[config.mk]
export PLATFORM = sky130hd
export DESIGN_NAME = transition_timer_display
export DESIGN_NICKNAME = d
export VERILOG_FILES = /design/src/rtl/display_pkg.sv /design/src/rtl/seg7_decoder.sv /design/src/rtl/transition_timer_display.sv
export SDC_FILE = /design/constraint.sdc
export NUM_CORES = 1
export LEC_CHECK = 0
export BUFFER_PORTS_ARGS = -buffer_cell sky130_fd_sc_hd__buf_2
export CORE_ASPECT_RATIO = 0.7
export CORE_UTILIZATION = 45
export DETAILED_ROUTE_END_ITERATION = 8
export GPL_TIMING_DRIVEN = 0
export PLACE_DENSITY = 0.73
export SETUP_SLACK_MARGIN = 0.3
export SLEW_MARGIN = 0
export SYNTH_ARGS = -nofsm -noshare
export SYNTH_HDL_FRONTEND = slang
export SYNTH_SLANG_ARGS = --single-unit
[constraint.sdc]
create_clock -name CLK -period 4.7 [get_ports CLK]
set_input_delay 0.235 -clock CLK [delete_from_list [all_inputs] [get_ports CLK]]
set_output_delay 0.235 -clock CLK [all_outputs]
set_load 0.02 [all_outputs]
[src/rtl/display_pkg.sv]
// Shared constants for the transition timer display: segment codes, digit selects, index type.
// Latency: none (definitions only).
// Backpressure: not applicable.
package display_pkg;

    // Active-low {g,f,e,d,c,b,a} codes for hex digits 0-F
    localparam logic [6:0] SEG_0 = 7'b1000000;
    localparam logic [6:0] SEG_1 = 7'b1111001;
    localparam logic [6:0] SEG_2 = 7'b0100100;
    localparam logic [6:0] SEG_3 = 7'b0110000;
    localparam logic [6:0] SEG_4 = 7'b0011001;
    localparam logic [6:0] SEG_5 = 7'b0010010;
    localparam logic [6:0] SEG_6 = 7'b0000010;
    localparam logic [6:0] SEG_7 = 7'b1111000;
    localparam logic [6:0] SEG_8 = 7'b0000000;
    localparam logic [6:0] SEG_9 = 7'b0010000;
    localparam logic [6:0] SEG_A = 7'b0001000;
    localparam logic [6:0] SEG_B = 7'b0000011;
    localparam logic [6:0] SEG_C = 7'b1000110;
    localparam logic [6:0] SEG_D = 7'b0100001;
    localparam logic [6:0] SEG_E = 7'b0000110;
    localparam logic [6:0] SEG_F = 7'b0001110;

    localparam int DP_BIT = 7;

    localparam logic [3:0] DIG0 = 4'b1110;
    localparam logic [3:0] DIG1 = 4'b1101;
    localparam logic [3:0] DIG2 = 4'b1011;
    localparam logic [3:0] DIG3 = 4'b0111;

    localparam logic [3:0] BCD_MAX = 4'd9;

    typedef logic [1:0] digit_idx_t;

endpackage

[src/rtl/seg7_decoder.sv]
// Hex nibble to active-low seven-segment {g..a} pattern.
// Latency: combinational.
// Backpressure: none.
module seg7_decoder
    import display_pkg::*;
(
    input  logic [3:0] value,
    output logic [6:0] seg
);

    always_comb begin
        seg = SEG_0;
        case (value)
            4'h0: seg = SEG_0;
            4'h1: seg = SEG_1;
            4'h2: seg = SEG_2;
            4'h3: seg = SEG_3;
            4'h4: seg = SEG_4;
            4'h5: seg = SEG_5;
            4'h6: seg = SEG_6;
            4'h7: seg = SEG_7;
            4'h8: seg = SEG_8;
            4'h9: seg = SEG_9;
            4'hA: seg = SEG_A;
            4'hB: seg = SEG_B;
            4'hC: seg = SEG_C;
            4'hD: seg = SEG_D;
            4'hE: seg = SEG_E;
            4'hF: seg = SEG_F;
            default: seg = SEG_0;
        endcase
    end

endmodule

[src/rtl/transition_timer_display.sv]
// Shows current state, previous state and seconds since last change on a 4-digit mux display.
// Latency: transition strobe 1 cycle after STATE_IN changes; display outputs 1 register behind internal state.
// Backpressure: none; free-running, every input cycle is consumed.
module transition_timer_display
    import display_pkg::*;
#(
    parameter int TICK_DIV    = 100_000_000,
    parameter int REFRESH_DIV = 100_000
) (
    input  logic       CLK,
    input  logic       RESET,
    input  logic [3:0] STATE_IN,
    output logic       TRANSITION_OUT,
    output logic [3:0] SEG_SELECT_OUT,
    output logic [7:0] HEX_OUT
);

    localparam int TICK_W = $clog2(TICK_DIV);
    localparam int REF_W  = $clog2(REFRESH_DIV);
    localparam logic [TICK_W-1:0] TICK_LAST = TICK_W'(TICK_DIV - 1);
    localparam logic [REF_W-1:0]  REF_LAST  = REF_W'(REFRESH_DIV - 1);

    logic [3:0]        cur_q;
    logic [3:0]        prev_q;
    logic [3:0]        sec_tens;
    logic [3:0]        sec_units;
    logic [TICK_W-1:0] tick_cnt;
    logic [REF_W-1:0]  ref_cnt;
    digit_idx_t        dig_idx;

    logic       state_change;
    logic       sec_at_max;
    logic [3:0] disp_val;
    logic [3:0] disp_sel;
    logic       disp_dp_n;
    logic [6:0] disp_seg;
    logic [7:0] hex_nxt;

    assign state_change = (STATE_IN != cur_q);
    assign sec_at_max   = (sec_tens == BCD_MAX) && (sec_units == BCD_MAX);

    // State capture and elapsed-seconds counter; a change restarts the second boundary
    always_ff @(posedge CLK) begin
        if (RESET) begin
            cur_q          <= 4'd0;
            prev_q         <= 4'd0;
            sec_tens       <= 4'd0;
            sec_units      <= 4'd0;
            tick_cnt       <= '0;
            TRANSITION_OUT <= 1'b0;
        end else if (state_change) begin
            prev_q         <= cur_q;
            cur_q          <= STATE_IN;
            sec_tens       <= 4'd0;
            sec_units      <= 4'd0;
            tick_cnt       <= '0;
            TRANSITION_OUT <= 1'b1;
        end else begin
            TRANSITION_OUT <= 1'b0;
            if (tick_cnt == TICK_LAST) begin
                tick_cnt <= '0;
                if (!sec_at_max) begin
                    if (sec_units == BCD_MAX) begin
                        sec_units <= 4'd0;
                        sec_tens  <= sec_tens + 4'd1;
                    end else begin
                        sec_units <= sec_units + 4'd1;
                    end
                end
            end else begin
                tick_cnt <= tick_cnt + TICK_W'(1);
            end
        end
    end

    always_ff @(posedge CLK) begin
        if (RESET) begin
            ref_cnt <= '0;
            dig_idx <= 2'd0;
        end else if (ref_cnt == REF_LAST) begin
            ref_cnt <= '0;
            dig_idx <= dig_idx + 2'd1;
        end else begin
            ref_cnt <= ref_cnt + REF_W'(1);
        end
    end

    // Decimal point marks digit 2, splitting the state pair from the timer
    always_comb begin
        disp_val  = sec_units;
        disp_sel  = DIG0;
        disp_dp_n = 1'b1;
        case (dig_idx)
            2'd0: begin
                disp_val = sec_units;
                disp_sel = DIG0;
            end
            2'd1: begin
                disp_val = sec_tens;
                disp_sel = DIG1;
            end
            2'd2: begin
                disp_val  = prev_q;
                disp_sel  = DIG2;
                disp_dp_n = 1'b0;
            end
            default: begin
                disp_val = cur_q;
                disp_sel = DIG3;
            end
        endcase
    end

    seg7_decoder u_seg7_decoder (
        .value (disp_val),
        .seg   (disp_seg)
    );

    always_comb begin
        hex_nxt         = {1'b1, disp_seg};
        hex_nxt[DP_BIT] = disp_dp_n;
    end

    // Select and pattern share one register so they always switch together
    always_ff @(posedge CLK) begin
        if (RESET) begin
            SEG_SELECT_OUT <= DIG0;
            HEX_OUT        <= {1'b1, SEG_0};
        end else begin
            SEG_SELECT_OUT <= disp_sel;
            HEX_OUT        <= hex_nxt;
        end
    end

endmodule

==> impl_metrics.ini <==
[critical_path]
arrival_ps = 2720
crit_required_ps = 4900
worstSetupPathDepth = 8
cp_slowest_cell = mux2i_1
length_in_cells_of_the_worst_reg_to_reg_path = 8
criticalPathCategory = reg2reg
crit_path_cell_trace = ha_1, clkbuf_1, mux2i_1, inv_1, ha_1, nor2b_1, a211oi_1, a211oi_1
crit_path_max_incr_delay_ps = 510
path_buf_inv = 2
critPathLaunchType = flip-flop
worstPathMaxFanout = 6
critical_path.top_delay_family = buffers and inverters
crit_path_end_kind = flip-flop

[synthesis]
synth-edff-count = 0
asyncSetResetFlopFracSynth_pct = 0
syn-instance-count = 373
ys.warnings.count = 0
syn_avg_cell_area_um2 = 9.16
ys_ff_latch = 74
summed_instance_area_of_the_synthesized_netlist_um2 = 3420
synthesis.nets = 393
synth.lib_cells_used.distinct = 43
ys.flop_type = dfxtp_1
ys_seq_area_share_pct = 43.3

[drt]
routed_wire_length_per_instance_um = 12.5
dr.first_iter.drc_count = 94
detail-route-antenna-nets = 0
detail_route.drc_violations = 2
wl_mm = 6.33
dr_vias = 2573
viasPerCell = 5.10
firstDrtPassIters = 6

[finish]
num-fill-cells = 674
final_layout_size_suffix_gt1_share_pct = 13.0
layout.cells.most_common_list = dfxtp_1, nor2_1, xor2_1
mostFrequentLayoutCell = dfxtp_1
layout-area-overhead-vs-synth_pct = 12.9
n_antenna_cell = 0
fin_nets = 422

[grt]
top_usage_layer = met2
grt_max_degree = 14
grt_use_met2_pct = 25.5
initial_antenna_violation_count = 0
grt_pass1_wl_mm = 10.7
track_usage_pct = 17.3
grtUsageMet3_pct = 5.71
met1_usage_pct = 23.4
grt_pass1_vias = 2314
grt-ovfl-total = 0

[timing]
setup_tns_after_final_layout_ps = 0
rsz0062_at_grt = no
final-setup-viol-count = 0
min_period_ps = 2520
timing_worst_slew_pin_value_ps = 744
finalWorstSetupSlack_ps = 2180
final_min_period_over_clock_period_pct = 53.6
clock_skew_ps = 10.5
timing.max_slew.rel_slack_pct = 50.0
max_freq_mhz = 397
drv_slew = 0
final_hold_viol_count = 0

[die]
ios = 19
fp.dieW_um = 106
dieArea_um2 = 7950
coreArea_um2 = 7320
start_util_pct = 46.7
placementRows = 26
die_height_um = 74.9

[worst_hold_path]
hold_depth = 2
hold_path_class = in2reg

[clocking]
tritoncts = yes
post-cts-setup-buffers = 0
tritoncts.num_buffers = 9
postCtsResizedCells = 0
clk_root_buffer_cell = clkbuf_8
maximum_number_of_buffers_from_clock_root_to_sink = 2
ctsHoldBuffers = 0
worst_skew_pair_later_pin_latency_ps = 360
cts.clk_slew.worst_paths_ps = 80
clock_sink_count = 74
htreeDepth = 3

[outcome]
failing_checks = design-rule violations
status = complete, but fails checks

[place]
buffer_ports.inserted = 18
hpwl_mm = 4.59
pre_cts_slack_ps = 2220
gp_routability_congestion = 0.786

[power_and_ir_drop]
power.leakage_nw = 1.34
powerDensity_nw_per_um2 = 316
ir_drop_v = 0.000216

[flow_run]
maxCapViolations = 0
[flip-flops by register name, indices dropped and copies added, names as in the netlist]
name and flops:
tick_cnt 27, ref_cnt 17, HEX_OUT 8, cur_q 4
prev_q 4, sec_tens 4, sec_units 4, SEG_SELECT_OUT 3
dig_idx 2, TRANSITION_OUT 1
[Yosys cell counts (5+ instances only)]
cell       n  share of area [%]
dfxtp_1   74                 43
nor2_1    68                7.5
xor2_1    30                7.7
nand3_1   21                3.1
nand4_1   19                3.5
inv_1     17                1.9
xnor2_1   17                4.4
ha_1      14                5.1
nand2_1   13                1.4
clkbuf_1   9               0.99
mux2i_1    9                2.6
and3_1     6                1.1
and4_1     6                1.5
nand2b_1   6                1.1
nor2b_1    6                1.1
buf_4      5                1.1
o21ai_0    5               0.73
[per-stage QoR]
step	hold WS, ps	util, %	power (mW)	cells	area, um2
after floorplan	363	-	0.672	373	3420
after global placement	443	49.6	0.682	489	3630
after detailed placement	462	49.6	0.683	489	3630
after CTS	109	52.7	1.24	505	3860
after global routing	110	52.7	1.27	505	3860
final	123	52.7	1.22	505	3860
[logic make-up (layout without fill, tap and decap cells)]
kind of cell	Yosys count	in the layout	synth area share (%)
AO/OA/AOI/OAI	29	29	6.30
multiplexers	11	11	3.29
AND/OR/NAND/NOR	166	166	25.8
buffers and inverters	32	66	4.10
adder cells (fa/ha/maj)	14	14	5.12
flip-flops	74	74	43.3
XOR/XNOR	47	47	12.0
[path summary, 6_finish.rpt]
check | startpoint | to | slack (ps)
hold / removal | STATE_IN[0] | cur_q[0]$_SDFFE_PP0P_ | 120
hold reg to reg | ref_cnt[0]$_SDFF_PP0_ | ref_cnt[0]$_SDFF_PP0_ | 470
setup / recovery | dig_idx[0]$_SDFFE_PP0N_ | HEX_OUT[3]$_SDFF_PP0_ | 2180
setup reg to reg | dig_idx[0]$_SDFFE_PP0N_ | HEX_OUT[3]$_SDFF_PP0_ | 2180
[metal layers]
metal	vias to the layer above	wire length (um)
met5	-	0
met4	0	90
met3	9	268
met2	42	2560
met1	1187	3410
li1	1335	-
[cell type report]
| cell class | count | area [um2] | share of cell area (%) |
|---|---|---|---|
| plain buffers | 15 | 76.3 | 1.98 |
| clock inverters | 6 | 90.1 | 2.33 |
| well taps | 98 | 123 | 3.18 |
| clock buffers | 10 | 138 | 3.57 |
| multi-input cells | 267 | 1800 | 46.6 |
| inverters | 17 | 63.8 | 1.65 |
| flip-flops and latches | 74 | 1480 | 38.4 |
| repair buffers | 18 | 90.1 | 2.33 |
[where the power goes]
part	switching, mW	internal, mW	total, mW
combinational	0.0172	0.0123	0.0295
clock	0.238	0.314	0.552
sequential	0.00544	0.633	0.639
Note: power is estimated with default switching activity, not from simulation.
